===== config.mk =====
export PLATFORM = sky130hd
export DESIGN_NAME = switch_dest_lookup
export DESIGN_NICKNAME = d
export VERILOG_FILES = /design/src/rtl/switch_pkg.sv /design/src/rtl/switch_fwd_table.sv /design/src/rtl/switch_dest_lookup.sv
export SDC_FILE = /design/constraint.sdc
export NUM_CORES = 2
export LEC_CHECK = 0
export ABC_AREA = 1
export CAP_MARGIN = 15
export CORE_AREA = 2 2 295 297
export DETAILED_ROUTE_END_ITERATION = 10
export DIE_AREA = 0 0 297 299
export DONT_BUFFER_PORTS = 1
export PLACE_DENSITY = 0.57
export SYNTH_ARGS = -nofsm -noshare
export SYNTH_HDL_FRONTEND = slang
export SYNTH_SLANG_ARGS = --single-unit

===== constraint.sdc =====
create_clock -name clk -period 3.4 [get_ports clk]
set_input_delay 0.51 -clock clk [delete_from_list [all_inputs] [get_ports clk]]
set_output_delay 0.51 -clock clk [all_outputs]
set_load 0.01 [all_outputs]

===== src/rtl/switch_pkg.sv =====
// Shared types for the switch destination lookup: FSM encoding, MAC width and
// forwarding-table entry layout.
package switch_pkg;
  localparam int MAC_W     = 48;
  // Entry masks are stored at the widest supported radix; instances use the low RADIX bits.
  localparam int MAX_RADIX = 32;

  typedef enum logic [1:0] {IDLE, LOOKUP, FWD, DROP} sw_state_e;

  typedef struct packed {
    logic                 valid;
    logic [MAC_W-1:0]     mac;
    logic [MAX_RADIX-1:0] mask;
  } fwd_entry_t;
endpackage


===== src/rtl/switch_fwd_table.sv =====
// Forwarding table: register storage, single write port, parallel DMAC match and
// lowest-index priority select. Lookups see contents as of the start of the cycle.
module switch_fwd_table
  import switch_pkg::*;
#(
  parameter int RADIX       = 4,
  parameter int TABLE_DEPTH = 8
) (
  input  logic                           clk,
  input  logic                           rst_n,
  input  logic                           wr_en_i,
  input  logic [$clog2(TABLE_DEPTH)-1:0] wr_addr_i,
  input  logic                           wr_valid_i,
  input  logic [MAC_W-1:0]               wr_mac_i,
  input  logic [RADIX-1:0]               wr_mask_i,
  input  logic [MAC_W-1:0]               mac_i,
  output logic                           hit_o,
  output logic [RADIX-1:0]               mask_o
);
  fwd_entry_t [TABLE_DEPTH-1:0] ent_q;
  logic [TABLE_DEPTH-1:0]       match;
  logic [MAX_RADIX-1:0]         mask_or;
  logic                         unused_mask;

  always_ff @(posedge clk or negedge rst_n)
    if (!rst_n) ent_q <= '0;
    else if (wr_en_i)
      ent_q[wr_addr_i] <= '{valid: wr_valid_i, mac: wr_mac_i, mask: MAX_RADIX'(wr_mask_i)};

  for (genvar i = 0; i < TABLE_DEPTH; i++) begin : g_match
    assign match[i] = ent_q[i].valid && (ent_q[i].mac == mac_i);
  end

  // Scan high to low so the lowest matching index wins.
  always_comb begin
    hit_o  = 1'b0;
    mask_o = '0;
    for (int i = TABLE_DEPTH-1; i >= 0; i--)
      if (match[i]) begin
        hit_o  = 1'b1;
        mask_o = ent_q[i].mask[RADIX-1:0];
      end
  end

  always_comb begin
    mask_or = '0;
    for (int i = 0; i < TABLE_DEPTH; i++) mask_or |= ent_q[i].mask;
  end
  assign unused_mask = ^mask_or;
endmodule


===== src/rtl/switch_dest_lookup.sv =====
// Ingress destination lookup: holds the first beat, resolves the output-port mask
// from the DMAC, then forwards or drops the packet. SWITCH_DEST_LOOKUP_STATS_EN adds counters.
module switch_dest_lookup
  import switch_pkg::*;
#(
  parameter int AXIS_DATA_WIDTH = 64,
  parameter int AXIS_KEEP_WIDTH = AXIS_DATA_WIDTH/8,
  parameter int AXIS_ID_WIDTH   = 8,
  parameter int AXIS_USER_WIDTH = 17,
  parameter int RADIX           = 4,
  parameter int SRC_PORT        = 0,
  parameter int TABLE_DEPTH     = 8
) (
  input  logic                           clk,
  input  logic                           rst_n,
`ifdef SWITCH_DEST_LOOKUP_STATS_EN
  output logic [31:0]                    stat_hit,
  output logic [31:0]                    stat_miss,
  output logic [31:0]                    stat_drop,
`endif
  input  logic [AXIS_DATA_WIDTH-1:0]     s_axis_tdata,
  input  logic [AXIS_KEEP_WIDTH-1:0]     s_axis_tkeep,
  input  logic                           s_axis_tvalid,
  output logic                           s_axis_tready,
  input  logic                           s_axis_tlast,
  input  logic [AXIS_ID_WIDTH-1:0]       s_axis_tid,
  input  logic [AXIS_USER_WIDTH-1:0]     s_axis_tuser,
  output logic [AXIS_DATA_WIDTH-1:0]     m_axis_tdata,
  output logic [AXIS_KEEP_WIDTH-1:0]     m_axis_tkeep,
  output logic                           m_axis_tvalid,
  input  logic                           m_axis_tready,
  output logic                           m_axis_tlast,
  output logic [AXIS_ID_WIDTH-1:0]       m_axis_tid,
  output logic [AXIS_USER_WIDTH-1:0]     m_axis_tuser,
  output logic [RADIX-1:0]               m_axis_tdest,
  input  logic                           cfg_wr_en,
  input  logic [$clog2(TABLE_DEPTH)-1:0] cfg_wr_addr,
  input  logic                           cfg_wr_valid,
  input  logic [MAC_W-1:0]               cfg_wr_mac,
  input  logic [RADIX-1:0]               cfg_wr_mask
);
  typedef struct packed {
    logic [AXIS_DATA_WIDTH-1:0] data;
    logic [AXIS_KEEP_WIDTH-1:0] keep;
    logic                       last;
    logic [AXIS_ID_WIDTH-1:0]   id;
    logic [AXIS_USER_WIDTH-1:0] user;
  } beat_t;

  sw_state_e        state_q;
  beat_t            s_beat, hold_q, out_q;
  logic             out_vld_q, in_done_q;
  logic [RADIX-1:0] tdest_q, tbl_mask, res_mask;
  logic             tbl_hit, grp, s_rdy, s_hs, m_hs;

  assign s_beat = '{data: s_axis_tdata, keep: s_axis_tkeep, last: s_axis_tlast,
                    id: s_axis_tid, user: s_axis_tuser};
  assign grp    = hold_q.data[0];

  switch_fwd_table #(.RADIX(RADIX), .TABLE_DEPTH(TABLE_DEPTH)) u_tbl (
    .clk, .rst_n,
    .wr_en_i(cfg_wr_en), .wr_addr_i(cfg_wr_addr), .wr_valid_i(cfg_wr_valid),
    .wr_mac_i(cfg_wr_mac), .wr_mask_i(cfg_wr_mask),
    .mac_i(hold_q.data[MAC_W-1:0]), .hit_o(tbl_hit), .mask_o(tbl_mask)
  );

  always_comb begin
    res_mask           = (grp || !tbl_hit) ? '1 : tbl_mask;
    res_mask[SRC_PORT] = 1'b0;
  end

  // Once the input tlast is taken, stall ingress so the next packet's head waits for IDLE.
  always_comb begin
    s_rdy = 1'b0;
    case (state_q)
      IDLE:    s_rdy = 1'b1;
      FWD:     s_rdy = !in_done_q && (m_axis_tready || !out_vld_q);
      DROP:    s_rdy = 1'b1;
      default: s_rdy = 1'b0;
    endcase
  end

  assign s_axis_tready = s_rdy & rst_n;
  assign s_hs          = s_axis_tvalid & s_axis_tready;
  assign m_hs          = out_vld_q & m_axis_tready;

  always_ff @(posedge clk or negedge rst_n)
    if (!rst_n) begin
      state_q   <= IDLE;
      hold_q    <= '0;
      out_q     <= '0;
      out_vld_q <= 1'b0;
      in_done_q <= 1'b0;
      tdest_q   <= '0;
    end else begin
      case (state_q)
        IDLE:
          if (s_hs) begin
            hold_q  <= s_beat;
            state_q <= LOOKUP;
          end
        LOOKUP: begin
          in_done_q <= hold_q.last;
          if (res_mask == '0) state_q <= hold_q.last ? IDLE : DROP;
          else begin
            state_q   <= FWD;
            tdest_q   <= res_mask;
            out_q     <= hold_q;
            out_vld_q <= 1'b1;
          end
        end
        FWD: begin
          if (s_hs) begin
            out_q     <= s_beat;
            out_vld_q <= 1'b1;
            if (s_axis_tlast) in_done_q <= 1'b1;
          end else if (m_hs) out_vld_q <= 1'b0;
          if (m_hs && out_q.last) state_q <= IDLE;
        end
        DROP:
          if (s_hs && s_axis_tlast) state_q <= IDLE;
        default: state_q <= IDLE;
      endcase
    end

  assign m_axis_tdata  = out_q.data;
  assign m_axis_tkeep  = out_q.keep;
  assign m_axis_tlast  = out_q.last;
  assign m_axis_tid    = out_q.id;
  assign m_axis_tuser  = out_q.user;
  assign m_axis_tvalid = out_vld_q;
  assign m_axis_tdest  = tdest_q;

`ifdef SWITCH_DEST_LOOKUP_STATS_EN
  logic [31:0] hit_q, miss_q, drop_q;

  // Group-addressed packets count as misses even when an entry matches.
  always_ff @(posedge clk or negedge rst_n)
    if (!rst_n) begin
      hit_q  <= '0;
      miss_q <= '0;
      drop_q <= '0;
    end else if (state_q == LOOKUP) begin
      if (tbl_hit && !grp) hit_q <= hit_q + 32'd1;
      else                 miss_q <= miss_q + 32'd1;
      if (res_mask == '0)  drop_q <= drop_q + 32'd1;
    end

  assign stat_hit  = hit_q;
  assign stat_miss = miss_q;
  assign stat_drop = drop_q;
`endif
endmodule


# == Word-level counts from Yosys, hierarchy flattened ==
# Cells that the tools add are included.
# word_totals
register_bits,851
word_cells,126
inputBits,159
out_inout_bits,104
# classes
eq_ne,18
muxes,37
bitwise_logic,4
order_cmp,2
n_reduce_logical,27
# op_table
op,n
648-bit bitwise mux,1
48-bit == test,8
81-bit demux with 3-bit select,1
98-bit two-way mux,2
98-bit case mux with 2 select lines,1
81-bit two-way mux,1
4-bit two-way mux,9
1-bit two-way mux,13
1-bit logical AND,12
"2-bit != test, second input constant",6
3-bit AND reduction,4
2-bit two-way mux,5
2-bit case mux with 4 select lines,1
1-bit case mux with 2 select lines,3
"2-bit == test, second input constant",2
4-bit logical NOT,1
"3-bit by 4-bit less-than comparator with 1-bit output, second input constant",1
2-bit AND reduction,2
1-bit AND,3
"3-bit by 1-bit greater-or-equal comparator with 1-bit output, second input constant",1
1-bit logical NOT,3
"3-bit != test, second input constant",1
"2-bit by 1-bit == test with 1-bit output, second input constant",1
2-bit logical NOT,1
4 further kinds,5

# == Depth between registers and ports, before layout ==
# depth
word_depth,16
ltp_mapped,27
ltp_nobuf,22

# == Cells and area by module ==
# A second synthesis with hierarchy kept.
# hier_totals
hier_cells,3694
area_unflattened_um2,29927.5
# by_module_without_submodules
mod,seq_area_each_um2,area_per_inst_um2,n_inst,cells_each
switch_fwd_table,10610.2,21171.6,1,2721
switch_dest_lookup,5079.9,8755.9,1,973

# == Worst setup path after synthesis ==
# No wires, ideal clock.
# synth_timing
kind,register -> register
from,register state_q[0]
to,"register out_q, in the netlist m_axis_tdata[33]"
required_ns,3.334
stages_incl_launch_ff,18
setup_slack_ns,0.767
t_arrival_ns,2.568
setup_ns,0.066
path_cell_list,dfrtp_1 -> inv_1 -> ha_1 -> buf_2 -> inv_1 -> nor2_1 -> o21ai_0 -> nand2_1 -> nand2_1 -> nor2_1 -> nand2_1 -> nand2_1 -> inv_1 -> nor2_2 -> clkbuf_1 -> clkbuf_1 -> nand3_1 -> nand2_1
# synth_between
elab_chain_cells,7
# synth_rtl
element,line_no,text
from (decl),switch_dest_lookup.sv:50,sw_state_e state_q;
from (signal assigned),switch_dest_lookup.sv:104,if (res_mask == '0) state_q <= hold_q.last ? IDLE : DROP;
2-bit == test / 2-bit logical NOT (equally long branches),switch_dest_lookup.sv:75,case (state_q)
2-bit OR reduction (no line),-,
1-bit case mux with 2 select lines (*),switch_dest_lookup.sv:75,
1-bit AND (*),switch_dest_lookup.sv:83,assign s_axis_tready = s_rdy & rst_n;
via s_axis_tready,switch_dest_lookup.sv:24,"output logic s_axis_tready,"
1-bit AND (*),switch_dest_lookup.sv:84,assign s_hs = s_axis_tvalid & s_axis_tready;
2-bit != test (no line) (*),-,
3-bit AND reduction (no line) (*),-,
to (signal assigned),switch_dest_lookup.sv:108,out_q <= hold_q;
to (signal assigned),switch_dest_lookup.sv:114,out_q <= s_beat;
to (decl),switch_dest_lookup.sv:51,"beat_t s_beat, hold_q, out_q;"
# Mark *: on every way through the listed nets, which the timed path passes. The rest lies on a longest branch.
# A chain may end at the register's enable or synchronous reset.

# == Final worst setup path ==
# layout_timing
from,register hold_q[45] (netlist name)
to,"register out_q, in the netlist m_axis_tdata[8]"
# layout_between
elab_chain_cells,16
# layout_rtl
element,line_no,text
from (decl),switch_dest_lookup.sv:51,
from (signal assigned),switch_dest_lookup.sv:99,hold_q <= s_beat;
48-bit == test,switch_fwd_table.sv:31,assign match[i] = ent_q[i].valid && (ent_q[i].mac == mac_i);
1-bit logical AND,switch_fwd_table.sv:31,
1-bit two-way mux (8 in a row),switch_fwd_table.sv:39,if (match[i]) begin
1-bit logical NOT,switch_dest_lookup.sv:68,res_mask = (grp || !tbl_hit) ? '1 : tbl_mask;
1-bit logical OR,switch_dest_lookup.sv:68,
4-bit two-way mux (*),switch_dest_lookup.sv:68,
4-bit logical NOT (*),switch_dest_lookup.sv:104,
2-bit != test (no line) (*),-,
3-bit AND reduction (no line) (*),-,
# Every way passes the cells marked *; elsewhere a longest branch is shown, timed or not.

==> results_dict.tcl <==
set metrics [dict create \
    grt_use_total 0.260 \
    first_pass_iters 7 \
    layout_commonest_cell "nand2_1" \
    rows 108 \
    clk_latency_ns 0.64 \
    max_stage_delay_ns 0.47 \
    synth_edf_count 0 \
    violations "negative hold slack, max-slew violations" \
    seq_area_um2 15500 \
    path_buf_inv 3 \
    dp.cells 4928 \
    fin_ws_ns 0.191 \
    power.total_uw 32900 \
    fin_crit_ns 3.21 \
    wl_per_cell_um 22.6 \
    critPathMostFrequentCell "nand2_1" \
    min_path_type "in2async" \
    cts_max_path_buffers 3 \
    cp-end-kind "flop" \
    seq_area_frac_synth 0.520 \
    cts_num_sinks 619 \
    die_area_um2 88800 \
    worst_pin_slew_ns 2.62 \
    leakagePower_uw 0.0166 \
    fin_setup_tns_ns 0 \
    multi_input_area_um2 12300 \
    crit_family "simple AND/OR/NAND/NOR gates" \
    ir_drop_mv 0.466 \
    run_status "finished with violations" \
    cts_made_buffers 70 \
    async_flop_share 1.00 \
    antenna_found_initial 3 \
    cts_root_buffer "clkbuf_16" \
    drt_iter0_drc 3226 \
    cts.clk_slew.worst_paths_ns 0.06 \
    io_pins 263 \
    setup_viol 0 \
    drive_gt1_frac 0.0989 \
    crit_fanout 15 \
    ant_nets 0 \
    die_y_um 299 \
    htreeDepth 3 \
    worst-setup-path-type "reg2reg" \
    crit_chain "nand2_1, o21ai_0, nor2_1, nand2_1, nor2_1, buf_4, nand2_1, nor2_2, nand2_1, nand2_2, nor2_1, nand2_2, nand2_2, nor2_1, nand2_1, nor2_4, nand3_4, nand2_8, buf_6, clkbuf_16, nand2_1, nand2_1" \
    mostFrequentLayoutCells "nand2_1, o21ai_0, dfrtp_1" \
    hold_buffers 89 \
    max_freq_mhz 312 \
    fillers 8817 \
    vias_per_cell 5.16 \
    die-width_um 297 \
    cap_viol_max_count 0 \
    drt-total-wl_um 117000 \
    core-area_um2 85900 \
    whs_ns -0.349 \
    yosysWarnings 0 \
    synth_ff_type "dfrtp_1" \
    grt_overflow 0 \
    finalHoldViolCount 274 \
    syn_nets 4008 \
    area_growth_pct 18.4 \
    cp.arrival_ns 3.75 \
    routed-via-count 26606 \
    synth.distinct_cells 35 \
    syn-instance-count 3844 \
    dp_slack_ns 0.109 \
    crit_path_top_delay_cell "dfrtp_2" \
    syn_area_per_cell_um2 7.75 \
    io_buffers 0 \
    final_nets 4116 \
    grt_max_degree 621 \
    dpl.hpwl_um 80800 \
    slew_headroom -0.746 \
    place_congestion 0.990 \
    worst_setup_path_start_kind "flop" \
    worst_ep_required_time_ns 3.94 \
    fin_cells 5160 \
    grt_pass1_vias 24881 \
    start_util 0.347 \
    min_period_over_period 0.944 \
    ys_seq_elements 619 \
    cts_tree "done" \
    drv_slew 439 \
    fin_skew_ns 0.0412 \
    drc 0 \
    netlist_area_um2 29800 \
    grt_pass1_wl_um 170000 \
    power.density_nw_per_um2 933 \
]
## per-layer routing
layer | routed length [µm] | global-route usage
met4 | 6800 | 0.141
met2 | 52500 | 0.403
met5 | 0 | 0
met1 | 46400 | 0.338
met3 | 11100 | 0.0574
## report_power, final
group / switching, µW / leakage, µW / internal (µW)
clock network: 3270 / 0.00121 / 4930
logic: 8580 / 0.00784 / 4440
registers: 2040 / 0.00758 / 9650
total: 13900 / 0.0166 / 19000
## stage by stage
| stage | utilization | cell area (µm²) |
|---|---|---|
| 5_1_grt | 0.411 | 35300 |
| 2_1_floorplan | - | 29800 |
| 3_3_place_gp | 0.368 | 31600 |
| 4_1_cts | 0.406 | 34900 |
| 3_5_place_dp | 0.368 | 31600 |
| 6_report | 0.411 | 35300 |
## state kept, by name (all words and copies together) (netlist names)
register	cells
state_q	2
m_axis_tdata	64
m_axis_tuser	17
m_axis_tkeep	8
hold_q	97
in_done_q	1
u_tbl.ent_q	416
m_axis_tvalid	1
m_axis_tdest	3
m_axis_tlast	1
grp	1
m_axis_tid	8
## timing repair
action	CTS	global route
setup endpoints to repair	0	99
endpoints found under the hold margin	708	619
setup buffers	0	16
resized for setup	0	69
## cells by family after synthesis
family                   share of synthesized area
AO/OA/AOI/OAI                                0.137
XOR/XNOR                                    0.0297
adder cells (fa/ha/maj)                    0.00210
buffers and inverters                       0.0735
flip-flops                                   0.520
other                                     0.000126
AND/OR/NAND/NOR                              0.237
## synth_stat cells (2+ instances only)
cell | n | area share
nor2_1 | 237 | 0.030
nor2_2 | 13 | 0.0027
or2_2 | 4 | 0.00084
o211ai_1 | 2 | 0.00050
clkbuf_1 | 124 | 0.016
xor2_1 | 42 | 0.012
nand2_1 | 1349 | 0.17
nand2_2 | 17 | 0.0036
nor3_1 | 16 | 0.0027
dfrtp_1 | 619 | 0.52
o21ai_1 | 33 | 0.0055
nand3b_1 | 3 | 0.00076
ha_1 | 5 | 0.0021
buf_6 | 9 | 0.0034
buf_4 | 20 | 0.0050
a21oi_1 | 27 | 0.0045
buf_1 | 15 | 0.0019
nand3_1 | 134 | 0.023
o22ai_1 | 40 | 0.0084
xnor2_1 | 59 | 0.017
o21ai_0 | 699 | 0.12
buf_2 | 45 | 0.0076
inv_1 | 273 | 0.034
nand4_1 | 14 | 0.0029
inv_2 | 35 | 0.0044
## layout make-up
class	count	share of cell area
Sequential cell	619	0.439
Multi-Input combinational cell	2702	0.349
Timing Repair Buffer	251	0.0671
Clock buffer	97	0.0574
Tap cell	1155	0.0410
Inverter	308	0.0343
Clock inverter	26	0.0118
Antenna cell	2	0.000142
## worst paths after layout
kind / startpoint / end / slack [ns] / depth (start not counted)
worst max-delay path: hold_q[45] / m_axis_tdata[8] / 0.19 / 22
worst min-delay path: rst_n / m_axis_tdata[34] / -0.35 / 0
worst max register to register: hold_q[45] / m_axis_tdata[8] / 0.19 / 22
worst min register to register: u_tbl.ent_q[326] / u_tbl.ent_q[326] / 0.48 / 2
max in group asynchronous: rst_n / grp / 1.59 / 0
min in group clk: s_axis_tdata[11] / hold_q[45] / 0.02 / 2
Note: power is estimated with default switching activity, not from simulation.
